$ cat src/rtl/rvga_types.sv
// Shared types for the rvga decode path: machine word, decoded control word,
// queue entry layout, decode-stage state and major opcode values.
package rvga_types;

  typedef logic [31:0] rvga_word;

  // Decoded control word produced by decode_dp and registered by the stage.
  typedef struct packed {
    rvga_word   pc;
    logic [6:0] funct7;
    logic [4:0] rs2;
    logic [4:0] rs1;
    logic [2:0] funct3;
    logic [4:0] rd;
    logic       alu_v;
    logic       ld_v;
    logic       st_v;
    logic       br_v;
    logic       jmp_v;
    logic       rd_we;
  } rvga_decode_cword;

  // One buffered fetch slot.
  typedef struct packed {
    rvga_word pc;
    rvga_word ir;
  } rvga_decode_q_entry;

  typedef enum logic {
    RUN  = 1'b0,
    HOLD = 1'b1
  } rvga_decode_state_e;

  // Major opcodes recognised by the decoder.
  localparam logic [6:0] OPC_OP     = 7'b0110011;
  localparam logic [6:0] OPC_OP_IMM = 7'b0010011;
  localparam logic [6:0] OPC_LUI    = 7'b0110111;
  localparam logic [6:0] OPC_LOAD   = 7'b0000011;
  localparam logic [6:0] OPC_STORE  = 7'b0100011;
  localparam logic [6:0] OPC_BRANCH = 7'b1100011;
  localparam logic [6:0] OPC_JAL    = 7'b1101111;
  localparam logic [6:0] OPC_JALR   = 7'b1100111;

endpackage

$ cat src/rtl/decode_dp.sv
// Combinational decode datapath: splits an instruction word into its raw
// register/function fields and classifies it by major opcode.
module decode_dp
  import rvga_types::*;
(
  input  rvga_word         pc_i,
  input  rvga_word         ir_i,
  output rvga_decode_cword cword_o
);

  // Field extraction and opcode classification.
  always_comb begin
    // NOTE: assign a default to every field first so no path leaves a field
    // unassigned; otherwise synthesis infers a latch.
    cword_o        = '0;
    cword_o.pc     = pc_i;
    cword_o.funct7 = ir_i[31:25];
    cword_o.rs2    = ir_i[24:20];
    cword_o.rs1    = ir_i[19:15];
    cword_o.funct3 = ir_i[14:12];
    cword_o.rd     = ir_i[11:7];
    case (ir_i[6:0])
      OPC_OP, OPC_OP_IMM, OPC_LUI: cword_o.alu_v = 1'b1;
      OPC_LOAD:                    cword_o.ld_v  = 1'b1;
      OPC_STORE:                   cword_o.st_v  = 1'b1;
      OPC_BRANCH:                  cword_o.br_v  = 1'b1;
      OPC_JAL, OPC_JALR:           cword_o.jmp_v = 1'b1;
      default: ;
    endcase
    cword_o.rd_we = cword_o.alu_v | cword_o.ld_v | cword_o.jmp_v;
  end

endmodule

$ cat src/rtl/decode_fifo.sv
// Power-of-two circular queue with occupancy count, synchronous clear and
// asynchronous reset. Push on full and pop on empty are ignored.
module decode_fifo #(
  parameter int depth_p     = 4,
  parameter int width_p     = 64,
  parameter int cnt_width_p = $clog2(depth_p + 1)
) (
  input  logic                   clk_i,
  input  logic                   rst_i,
  input  logic                   clr_i,
  input  logic                   push_i,
  input  logic                   pop_i,
  input  logic [width_p-1:0]     data_i,
  output logic [width_p-1:0]     data_o,
  output logic [cnt_width_p-1:0] count_o,
  output logic                   full_o,
  output logic                   empty_o
);

  localparam int ptr_w = $clog2(depth_p);
  localparam logic [cnt_width_p-1:0] full_cnt = cnt_width_p'(depth_p);

  logic [width_p-1:0] mem [depth_p];
  logic [ptr_w-1:0]   wr_ptr;
  logic [ptr_w-1:0]   rd_ptr;
  logic               push_ok;
  logic               pop_ok;

  assign full_o  = (count_o == full_cnt);
  assign empty_o = (count_o == '0);
  assign push_ok = push_i && !full_o;
  assign pop_ok  = pop_i && !empty_o;
  assign data_o  = mem[rd_ptr];

  // Storage write; contents are qualified by count, never by reset.
  // NOTE: the storage array has no reset branch -- stale data is harmless
  // because count gates every read, and a reset here would turn RAM into flops.
  always_ff @(posedge clk_i) begin
    if (push_ok && !clr_i) mem[wr_ptr] <= data_i;
  end

  // Pointer and occupancy update; pointers wrap naturally at depth_p.
  always_ff @(posedge clk_i or posedge rst_i) begin
    // NOTE: state is updated with non-blocking assignments so every register
    // samples pre-edge values, independent of statement order.
    if (rst_i) begin
      wr_ptr  <= '0;
      rd_ptr  <= '0;
      count_o <= '0;
    end else if (clr_i) begin
      wr_ptr  <= '0;
      rd_ptr  <= '0;
      count_o <= '0;
    end else begin
      if (push_ok) wr_ptr <= wr_ptr + ptr_w'(1);
      if (pop_ok)  rd_ptr <= rd_ptr + ptr_w'(1);
      case ({push_ok, pop_ok})
        2'b10:   count_o <= count_o + cnt_width_p'(1);
        2'b01:   count_o <= count_o - cnt_width_p'(1);
        default: ;
      endcase
    end
  end

endmodule

$ cat src/rtl/decode_queue_stage.sv
// Queued decode stage between fetch and execute: buffers (pc, ir) pairs,
// decodes the head into a registered control word and optionally holds issue
// after a branch until it resolves (br_stall_p).
// Build option: define DECODE_QUEUE_STAGE_BYPASS_EN to let an instruction
// skip an empty queue and load straight into the output register.
module decode_queue_stage
  import rvga_types::*;
#(
  parameter int depth_p     = 4,
  parameter int br_stall_p  = 1,
  parameter int cnt_width_p = $clog2(depth_p + 1)
) (
  input  logic                   clk_i,
  input  logic                   rst_i,
  input  logic                   flush_v_i,
  input  logic                   fetch_v_i,
  output logic                   fetch_rdy_o,
  input  rvga_word               pc_i,
  input  rvga_word               ir_i,
  output logic                   cword_v_o,
  output rvga_decode_cword       cword_o,
  input  logic                   exe_rdy_i,
  output logic                   br_v_o,
  input  logic                   br_resolve_i,
  output logic [cnt_width_p-1:0] count_o
);

  localparam int entry_w = $bits(rvga_decode_q_entry);

  rvga_decode_q_entry  wr_entry;
  rvga_decode_q_entry  head;
  logic [entry_w-1:0]  head_bits;
  logic                fifo_full;
  logic                fifo_empty;
  logic                out_free;
  logic                run;
  logic                load_q;
  logic                bypass;
  logic                push;
  logic                pop;
  logic                load;
  rvga_word            dp_pc;
  rvga_word            dp_ir;
  rvga_decode_cword    dp_cword;
  rvga_decode_state_e  state;

  assign wr_entry    = '{pc: pc_i, ir: ir_i};
  assign head        = rvga_decode_q_entry'(head_bits);
  assign fetch_rdy_o = !fifo_full;
  assign out_free    = !cword_v_o || exe_rdy_i;
  assign run         = (state == RUN);
  assign load_q      = !fifo_empty && out_free && run;

`ifdef DECODE_QUEUE_STAGE_BYPASS_EN
  // Empty queue implies not full, so the bypassed fetch is always accepted.
  assign bypass = fifo_empty && fetch_v_i && out_free && run && !flush_v_i;
`else
  assign bypass = 1'b0;
`endif

  assign push   = fetch_v_i && fetch_rdy_o && !flush_v_i && !bypass;
  assign pop    = load_q && !flush_v_i;
  assign load   = load_q || bypass;
  assign dp_pc  = bypass ? pc_i : head.pc;
  assign dp_ir  = bypass ? ir_i : head.ir;
  assign br_v_o = cword_v_o && cword_o.br_v;

  decode_fifo #(
    .depth_p    (depth_p),
    .width_p    (entry_w),
    .cnt_width_p(cnt_width_p)
  ) u_fifo (
    .clk_i  (clk_i),
    .rst_i  (rst_i),
    .clr_i  (flush_v_i),
    .push_i (push),
    .pop_i  (pop),
    .data_i (wr_entry),
    .data_o (head_bits),
    .count_o(count_o),
    .full_o (fifo_full),
    .empty_o(fifo_empty)
  );

  decode_dp u_dp (
    .pc_i   (dp_pc),
    .ir_i   (dp_ir),
    .cword_o(dp_cword)
  );

  // Output register and RUN/HOLD issue state; flush overrides everything.
  always_ff @(posedge clk_i or posedge rst_i) begin
    if (rst_i) begin
      cword_v_o <= 1'b0;
      cword_o   <= '0;
      state     <= RUN;
    end else if (flush_v_i) begin
      cword_v_o <= 1'b0;
      cword_o   <= '0;
      state     <= RUN;
    end else begin
      if (load) begin
        cword_o   <= dp_cword;
        cword_v_o <= 1'b1;
      end else if (exe_rdy_i) begin
        cword_v_o <= 1'b0;
      end
      // A newly loaded branch wins over a same-cycle resolve.
      if ((br_stall_p != 0) && load && dp_cword.br_v) state <= HOLD;
      else if (state == HOLD && br_resolve_i)          state <= RUN;
    end
  end

endmodule

$ cat config.mk
export PLATFORM = sky130hd
export DESIGN_NAME = decode_queue_stage
export DESIGN_NICKNAME = d
export VERILOG_FILES = /design/src/rtl/rvga_types.sv /design/src/rtl/decode_dp.sv /design/src/rtl/decode_fifo.sv /design/src/rtl/decode_queue_stage.sv
export SDC_FILE = /design/constraint.sdc
export NUM_CORES = 1
export LEC_CHECK = 0
export ABC_AREA = 0
export CORE_AREA = 3 3 230 232
export CTS_CLUSTER_SIZE = 28
export DETAILED_ROUTE_END_ITERATION = 8
export DIE_AREA = 0 0 233 235
export SYNTH_ARGS = -nofsm -noshare
export SYNTH_HDL_FRONTEND = slang
export SYNTH_SLANG_ARGS = --single-unit
$ cat constraint.sdc
create_clock -name clk_i -period 2.85 [get_ports clk_i]
set_clock_uncertainty 0.15 [all_clocks]
set_input_delay 0.4275 -clock clk_i [delete_from_list [all_inputs] [get_ports clk_i]]
set_output_delay 0.4275 -clock clk_i [all_outputs]
set_load 0.005 [all_outputs]
# Yosys cells after proc, flatten, opt, wreduce, memory -nomap -nowiden
# Memories as Yosys holds them, arrays and structs flattened.
# Index checks and enable logic that the tools add are counted.
op_classes:
  n_mux: 21
  n_bitwise: 3
  add_sub_neg: 4
  n_reduce_logical: 25
  n_eq_ne: 11
ops:
  columns: ["cell", "n"]
  rows:
  - ["63-bit two-way mux", 2]
  - ["7-bit by 6-bit equality test with 1-bit output (second input constant)", 3]
  - ["7-bit equality test (second input constant)", 3]
  - ["1-bit two-way mux", 13]
  - ["1-bit logical AND", 11]
  - ["3-bit nonzero test", 3]
  - ["2-bit two-way mux", 4]
  - ["7-bit by 2-bit equality test with 1-bit output (second input constant)", 1]
  - ["7-bit by 5-bit equality test with 1-bit output (second input constant)", 1]
  - ["3-bit one-hot mux with 2 select lines", 1]
  - ["2-bit nonzero test", 3]
  - ["2-bit by 1-bit adder with 2-bit output (second input constant)", 2]
  - ["1-bit logical NOT", 4]
  - ["3-bit by 1-bit adder with 3-bit output (second input constant)", 1]
  - ["3-bit equality test (second input constant)", 1]
  - ["3-bit logical NOT", 1]
  - ["3-bit two-way mux", 1]
  - ["3-bit OR reduction", 1]
  - ["3-bit by 1-bit subtractor with 3-bit output (second input constant)", 1]
  - ["2-bit by 1-bit equality test with 1-bit output (second input constant)", 1]
  - ["2-bit equality test (second input constant)", 1]
  - ["1-bit bitwise OR", 2]
  - ["2-bit OR reduction", 1]
  - ["1-bit logical OR", 1]
  - ["1-bit NOT", 1]
word_totals:
  mem_bits_rw: 256
  input_bits: 70
  reg_bits: 72
  memories: 1
  output_inout_bits: 69
memory_table:
  columns: ["memory", "depth", "word_bits", "read_ports", "rd_ports_with_merged_regs", "write_ports", "line_no", "source"]
  rows:
  - ["u_fifo.mem", 4, 64, 1, 0, 1, "decode_fifo.sv:23", "logic [width_p-1:0] mem [depth_p];"]

# Longest topological paths before layout
logic_depth:
  ltp_word: 9
  mapped_depth: 9
  depth_no_buf: 8

# Hierarchy
# Synthesis repeated with hierarchy kept, for this count alone.
unflattened:
  cells_unflattened: 770
  area_unflattened_um2: 13185.1
modules_own_cells:
  columns: ["mod", "area_per_inst_um2", "n_inst", "cells_each", "seq_area_each_um2"]
  rows:
  - ["decode_fifo", 9800.6, 1, 399, 7862.5]
  - ["decode_queue_stage", 2850.2, 1, 301, 1626.6]
  - ["decode_dp", 534.3, 1, 70, 0.0]

# Worst setup path after synthesis
# OpenSTA, ideal clock, no wires.
synth_timing:
  path_type: "reg-to-reg"
  from: "register u_fifo.count_o[2]"
  to: "memory u_fifo.mem[0][0], enable pin"
  period_less_slack_ns: 3.190
  path_stages_with_launch: 6
  slack_ns: -0.340
  required_time_ns: 2.271
  path_buffers: 1
  t_arrival_ns: 2.611
  path_cell_list: "dfrtp_1 -> or3b_2 -> clkbuf_1 -> nand2_1 -> nor2_1 -> and2_1"
synth_between:
  elab_chain_cells: 8
synth_rtl:
  columns: ["element", "line_no", "source"]
  rows:
  - ["start: declaration", "decode_fifo.sv:15", "output logic [cnt_width_p-1:0] count_o,"]
  - ["start signal: assignment", "decode_fifo.sv:58", "2'b10: count_o <= count_o + cnt_width_p'(1);"]
  - ["start signal: assignment", "decode_fifo.sv:59", "2'b01: count_o <= count_o - cnt_width_p'(1);"]
  - ["3-bit equality test (*)", "decode_fifo.sv:29", "assign full_o = (count_o == full_cnt);"]
  - ["1-bit logical NOT (*)", "decode_queue_stage.sv:49", "assign fetch_rdy_o = !fifo_full;"]
  - ["via fetch_rdy_o", "decode_queue_stage.sv:17", "output logic fetch_rdy_o,"]
  - ["1-bit logical AND (2 in series)", "decode_queue_stage.sv:61", "assign push = fetch_v_i && fetch_rdy_o && !flush_v_i && !bypass;"]
  - ["1-bit logical AND (*)", "decode_fifo.sv:31", "assign push_ok = push_i && !full_o;"]
  - ["1-bit logical AND (*)", "decode_fifo.sv:39", "if (push_ok && !clr_i) mem[wr_ptr] <= data_i;"]
  - ["1-bit two-way mux (*)", "decode_fifo.sv:39", null]
  - ["1-bit two-way mux (not written as such) (*)", "decode_fifo.sv:39", null]
  - ["end: declaration", "decode_fifo.sv:23", null]
# The timed path passes the listed nets; every way through them passes the cells marked *.

# Worst setup path in the final report
layout_timing:
  from: "register u_fifo.count_o[0]"
  to: "output fetch_rdy_o"
layout_between:
  elab_chain_cells: 2
layout_rtl:
  columns: ["element", "line_no"]
  rows:
  - ["3-bit equality test", "decode_fifo.sv:29"]
  - ["1-bit logical NOT", "decode_queue_stage.sv:49"]
  - ["end: declaration", "decode_queue_stage.sv:17"]
# Every way passes these cells.

==> flow_metrics.tcl <==
set metrics [dict create \
    post_cts.resized_instances 0 \
    ir_worst_vdd_uv 409 \
    static-leakage-power_nw 5.41 \
    drive_above_1_share 0.184 \
    final.period_utilization 0.896 \
    ff2ff_setup_slack_ns 0.50 \
    cts.sink_count 328 \
    placementRows 83 \
    drt_first_iter_violations 322 \
    post_synth_inst_count 668 \
    place.gp.congestion 0.676 \
    die_area_um2 54800 \
    number_of_fill_cells 4976 \
    synth_fp_nets 743 \
    final_antenna_net_count 0 \
    synth_area_leader_cell "edfxtp_1" \
    tritoncts "done" \
    worst_skew_pair.late_latency_ns 0.53 \
    setup_viol 0 \
    vias 6354 \
    portBuffers 138 \
    cts_htree_levels 2 \
    route.final.wire_length_um 28000 \
    critical_path.reg2reg.startpoint "u_fifo.count_o[0]" \
    most_frequent_cell_after_synthesis "edfxtp_1" \
    slew_violations 0 \
    vias_in_the_first_global_route 6816 \
    syn-cell-area_um2 12200 \
    die_y_um 235 \
    most_frequent_cells_after_synthesis "256 x edfxtp_1, 126 x nand2_1, 72 x dfrtp_1" \
    flow.area_growth_from_synthesis_pct 30.8 \
    ys_seq_area_frac 0.775 \
    postPlaceCellArea_um2 14700 \
    drt-pass1-iter-count 4 \
    post_drt_via_cell_ratio 4.12 \
    unrepaired_setup_endpoints_after_global_routing "false" \
    worstPathMaxFanout 5 \
    number_of_violations_of_the_max_capacitance_limit 0 \
    detailedPlacementHpwl_um 17200 \
    report.power.total_mw 14.7 \
    fin_tns_setup_ns 0 \
    synth.area.top_cells "edfxtp_1 63%, dfrtp_1 15%, mux4_2 12%" \
    coreArea_um2 51200 \
    post-route-drc-count 0 \
    required_worst_endpoint_ns 2.27 \
    yosys.cell_types.count 38 \
    clk_pin_slew_worst_paths_ns 0.06 \
    initial_utilization 0.239 \
    setup.worst_path.class "reg -> out" \
    setup_ws_ns 0.297 \
    r2r_cells 8 \
    power-per-cell-area_nw_per_um2 920 \
    dp_worst_setup_slack_ns 0.267 \
    grt_pass1_wl_um 42400 \
    num_antenna_cells 0 \
    tightest_slew_ns 0.730 \
    number_of_warnings_issued_by_yosys 0 \
    ctsLongestPathBuffers 3 \
    average_wire_length_per_cell_after_detail_routing_um 18.2 \
    postCtsSetupRepairBufs 0 \
    final_period_minus_worst_setup_slack_ns 2.55 \
    die_width_um 233 \
    globalRoute.totalOverflow 0 \
    synth_top_cell_area_share 0.628 \
    ys_ff_latch 328 \
    cts_inserted_buffers 38 \
    whs_path_depth 2 \
    clock_tree.root_cell "clkbuf_16" \
    crit_path_end_kind "output port" \
    timing.fmax_ghz 0.392 \
    finalHoldViolCount 0 \
    cp_data_arrival_time_ns 1.98 \
    antenna_found_initial 3 \
    worst_flop_to_flop_path_endpoint "u_fifo.count_o[2]" \
    cts_hold_repair.buffers 0 \
    hp-start "flush_v_i" \
    grt_max_degree 56 \
    ys_async_rst_share 0.220 \
    number_of_top_level_design_ports 139 \
    synth_edf_count 256 \
    min-delay-path-class "in -> reg" \
    startpoint_type "flip-flop" \
    layout.cell_area.non_filler_um2 16000 \
    gr-usage-all-layers 0.103 \
    holdPathEnd "cword_o[24]" \
    synth_top_flop_cell "edfxtp_1" \
    final_nets 906 \
    outcome "finished, final reports clean" \
    worst_slew_margin_relative_to_its_limit 0.513 \
    avgSynthCellArea_um2 18.3 \
]
## sequential cells by signal, indices dropped and copies added (netlist names)
name / count
cword_o: 63
state: 1
cword_v_o: 1
u_fifo.wr_ptr: 2
u_fifo.mem: 256
u_fifo.count_o: 3
u_fifo.rd_ptr: 2
## power by group
group          leakage [nW]  internal, mW  switching (mW)
Combinational          1.47          1.78            1.69
Clock                 0.658          3.29            1.87
Sequential             3.29          5.77           0.346
## layout make-up
| cell class | count | area (um2) | share of cell area |
|---|---|---|---|
| tap | 680 | 851 | 0.0531 |
| clock buffer | 55 | 1120 | 0.0699 |
| inverter | 4 | 17.5 | 0.00109 |
| sequential | 328 | 9500 | 0.593 |
| clock inverter | 15 | 236 | 0.0148 |
| multi-input combinational | 300 | 2610 | 0.163 |
| timing repair buffer | 159 | 1690 | 0.105 |
## worst max-delay path, cell delays in order (launching register included)
cell             delay, ns
dfrtp_1               0.44
or3b_2                0.54
clkdlybuf4s50_1       0.47
## placed cells by master (no fill, tap or decap), types with 3 or more instances in the layout
| cell | instances |
|---|---|
| inv_1 | 3 |
| buf_4 | 10 |
| clkbuf_1 | 11 |
| nand2_1 | 126 |
| clkinv_2 | 3 |
| edfxtp_1 | 256 |
| and2_4 | 4 |
| clkdlybuf4s50_1 | 137 |
| a21oi_1 | 59 |
| mux4_2 | 63 |
| buf_12 | 12 |
| clkbuf_16 | 42 |
| bufinv_16 | 6 |
| ha_1 | 4 |
| dfrtp_1 | 70 |
| nor2_1 | 12 |
| xnor2_1 | 4 |
## cell families after synthesis
kind of cell | synth area share
AOI/OAI and AO/OA | 0.0280
xor gates and xnor gates | 0.00429
adders and majority gates | 0.00572
buffers and inverters | 0.0138
DFF | 0.775
muxes | 0.118
and+or+nand+nor | 0.0559
## layer usage
metal	GRT usage	vias to the layer above	wire, um
met5	0	-	26
met4	0.0338	6	622
met3	0.0253	49	1410
met2	0.166	132	13300
met1	0.138	3290	12600
li1	-	2877	-
## worst max-delay path by stage
stage,startpoint,slack (ns),depth (start not counted),endpoint
after global placement,fetch_v_i,0.26,8,u_fifo.count_o[2]
after detailed placement,fetch_v_i,0.27,8,u_fifo.count_o[2]
after global routing,u_fifo.count_o[0],0.22,2,fetch_rdy_o
after CTS,u_fifo.count_o[0],0.24,2,fetch_rdy_o
after floorplan,u_fifo.count_o[2],0.36,5,u_fifo.mem[0][0]
final,u_fifo.count_o[0],0.30,2,fetch_rdy_o
## metrics by stage
step,utilization,cells,hold slack [ns]
2_1_floorplan,-,668,0.324
3_3_place_gp,0.286,1471,0.326
3_5_place_dp,0.286,1471,0.334
4_1_cts,0.313,1541,0.0484
5_1_grt,0.313,1541,0.0851
6_report,0.313,1541,0.0834
Power figures use the tool's default switching activity.
==> variant (same flow settings) <==
Build with the macro `DECODE_QUEUE_STAGE_BYPASS_EN` defined.
--- a/src/rtl/decode_queue_stage.sv
+++ b/src/rtl/decode_queue_stage.sv
@@ -4,4 +4,6 @@
 // Build option: define DECODE_QUEUE_STAGE_BYPASS_EN to let an instruction
 // skip an empty queue and load straight into the output register.
+`define DECODE_QUEUE_STAGE_BYPASS_EN
+
 module decode_queue_stage
   import rvga_types::*;
Check against the original RTL: not equivalent (Yosys sat finds a counterexample within 4 cycles, from zero or initial values and one cycle with rst_i high).
==> variant against the original RTL <==
  * Setup slack better by 98 ps
  * Core utilization up 0.30 points
  * Sequential cell count stayed put
  * Synthesized area is 2.0% higher
  * Routed wire length is 3.9% higher
  * Power decreased by 2.6%
  * Design area grew 0.95%
  * Die area did not move
==> variant: results (changes against the original RTL) <==
- GRT Total Usage: 10.7% (+0.33 points)
- Yosys warnings: 0 (unchanged)
- Routed via count: 6726 (+5.9%)
- Largest regs: u_fifo.mem (256), cword_o (63), u_fifo.count_o (3)
- Worst R2R Setup Slack: 500 ps (about the same)
- VDD IR max: 0.495 mV (+21%)
- Register area share after synthesis: 76.0% (-1.5 points)
- Total iterations of the first detailed-routing run: 8 (+4)
- Most used DFF post-synth: edfxtp_1
- Crit path max fanout: 6 (+1)
- Top reg by flops: u_fifo.mem
- Mapped Nets: 716 (-3.6%)
- Post-synth EDFFs: 256 (unchanged)
- Share of cells above drive strength 1: 18.3% (-0.027 points)
- Worst R2R Start: u_fifo.count_o[2]$_DFFE_PP0P_
- Data arrival, critical path: 1880 ps (-100 ps)
- HPWL Detailed: 17300 um (+0.93%)
- Synth area leaders: edfxtp_1 (62%), dfrtp_1 (14%), mux4_2 (11%), a222oi_1 (4.6%), inv_1 (1.8%)
- RePlAce Congestion: 0.736 (+8.9%)
- Post-cts resize count: 0 (unchanged)
- Reg2reg path depth: 7 (-1)
- Leakage: 5.75 nW (+6.2%)
- Routed WL: 29100 um (+3.9%)
- Nets: 882 (-2.6%)
- Crit path time final: 2450 ps (-97.9 ps)
- Worst-path clk slew: 60 ps (about the same)
- DRT iter0 DRCs: 723 (+120%)
- Hold/Removal Path Class: in2async
- Setup Buffers After CTS: 0 (unchanged)
- CP startpoint: u_fifo.count_o[0]$_DFFE_PP0P_
- H-tree levels: 2 (unchanged)
- Clock Path Buffers: 3 (unchanged)
- Vias in the first global route: 7080 (+3.9%)
- Clk_lat worst skew: 530 ps (about the same)
- Initial antenna violation count: 1 (-2)
- First-pass GRT wire length: 44400 um (+4.9%)
- Largest net degree at the start of global routing: 73 (+30%)
- Startpoint class of the critical path: register
- Clock root buffer: clkbuf_16
- Num CTS Buffers: 36 (-5.3%)
- Commonest cells in the netlist: edfxtp_1 (256), dfrtp_1 (72), mux4_2 (62), inv_1 (61), a222oi_1 (57)
- Reg-to-Reg End: state$_DFFE_PP0P_
- Status: finished clean
- Port Buf Inserts: 138 (unchanged)
- Synth unique cells: 44 (+16%)
- Worst Setup EP: fetch_rdy_o
- Ys async rst share: 22.0% (unchanged)
- Worst-margin pin slew: 522 ps (-208 ps)
[variant: routing by layer]
layer	vias to the layer above	global-route usage (%)	part of all wire, %
met1	3495	14.5	44
met3	32	2.82	6.8
met2	243	16.8	47
met5	-	0	0
met4	0	3.02	1.7
li1	2956	-	-
[variant: area by class of cell]
cell class	count	area [um^2]
repair buffers	162	1710
well taps	680	851
clock buffers	48	987
diodes	1	2.50
multi-input cells	218	2640
clock inverters	18	250
fillers	4930	35000
inverters	61	230
flip-flops and latches	328	9500
[variant: cell families (layout without fill, tap and decap cells)]
group                      count (synthesis)  count (layout)  synth area share (%)
AOI/OAI and AO/OA                         76              76                  5.62
xor gates and xnor gates                   6               6                 0.421
adders and majority gates                  5               5                 0.561
buffers and inverters                     95             289                  3.07
DFF                                      328             328                  76.0
muxes                                     66              66                  11.6
other                                      0               1                     0
and+or+nand+nor                           65              65                  2.71
[variant: worst max-delay path, stage by stage, from the launching register on]
cell and delay (ps):
dfrtp_1 400, buf_4 180, nor2_1 230, nand2_1 90, clkdlybuf4s50_1 450
[variant: how the worst min path moves through the flow]
stage                                   end              startpoint  depth (start not counted)  slack (ps)
finish              cword_o[35]$_DFFE_PP0P_                   rst_i                          3         160
global route        cword_o[32]$_DFFE_PP0P_                   rst_i                          3         200
global placement     cword_o[1]$_DFFE_PP0P_  cword_o[1]$_DFFE_PP0P_                          2         310
CTS                 cword_o[32]$_DFFE_PP0P_                   rst_i                          3         160
floorplan            cword_o[4]$_DFFE_PP0P_  cword_o[4]$_DFFE_PP0P_                          2         320
detailed placement   cword_o[3]$_DFFE_PP0P_  cword_o[3]$_DFFE_PP0P_                          2         320
[variant: stage by stage]
step / area (um^2) / power, mW / setup slack (ps) / cells / util (%)
3_3_place_gp: 14900 / 9.61 / 194 / 1449 / 29.2
4_1_cts: 16200 / 14.6 / 353 / 1515 / 31.6
2_1_floorplan: 12500 / 7.91 / 309 / 641 / -
3_5_place_dp: 14900 / 9.67 / 188 / 1449 / 29.2
6_report: 16200 / 14.4 / 395 / 1516 / 31.6
5_1_grt: 16200 / 15.1 / 285 / 1515 / 31.6
[variant: where the power goes]
part / total [mW] / internal [mW] / leakage [nW] / switching, mW
clock network: 4.85 / 2.99 / 0.603 / 1.86
registers: 6.08 / 5.74 / 3.26 / 0.342
logic: 3.42 / 1.84 / 1.88 / 1.57
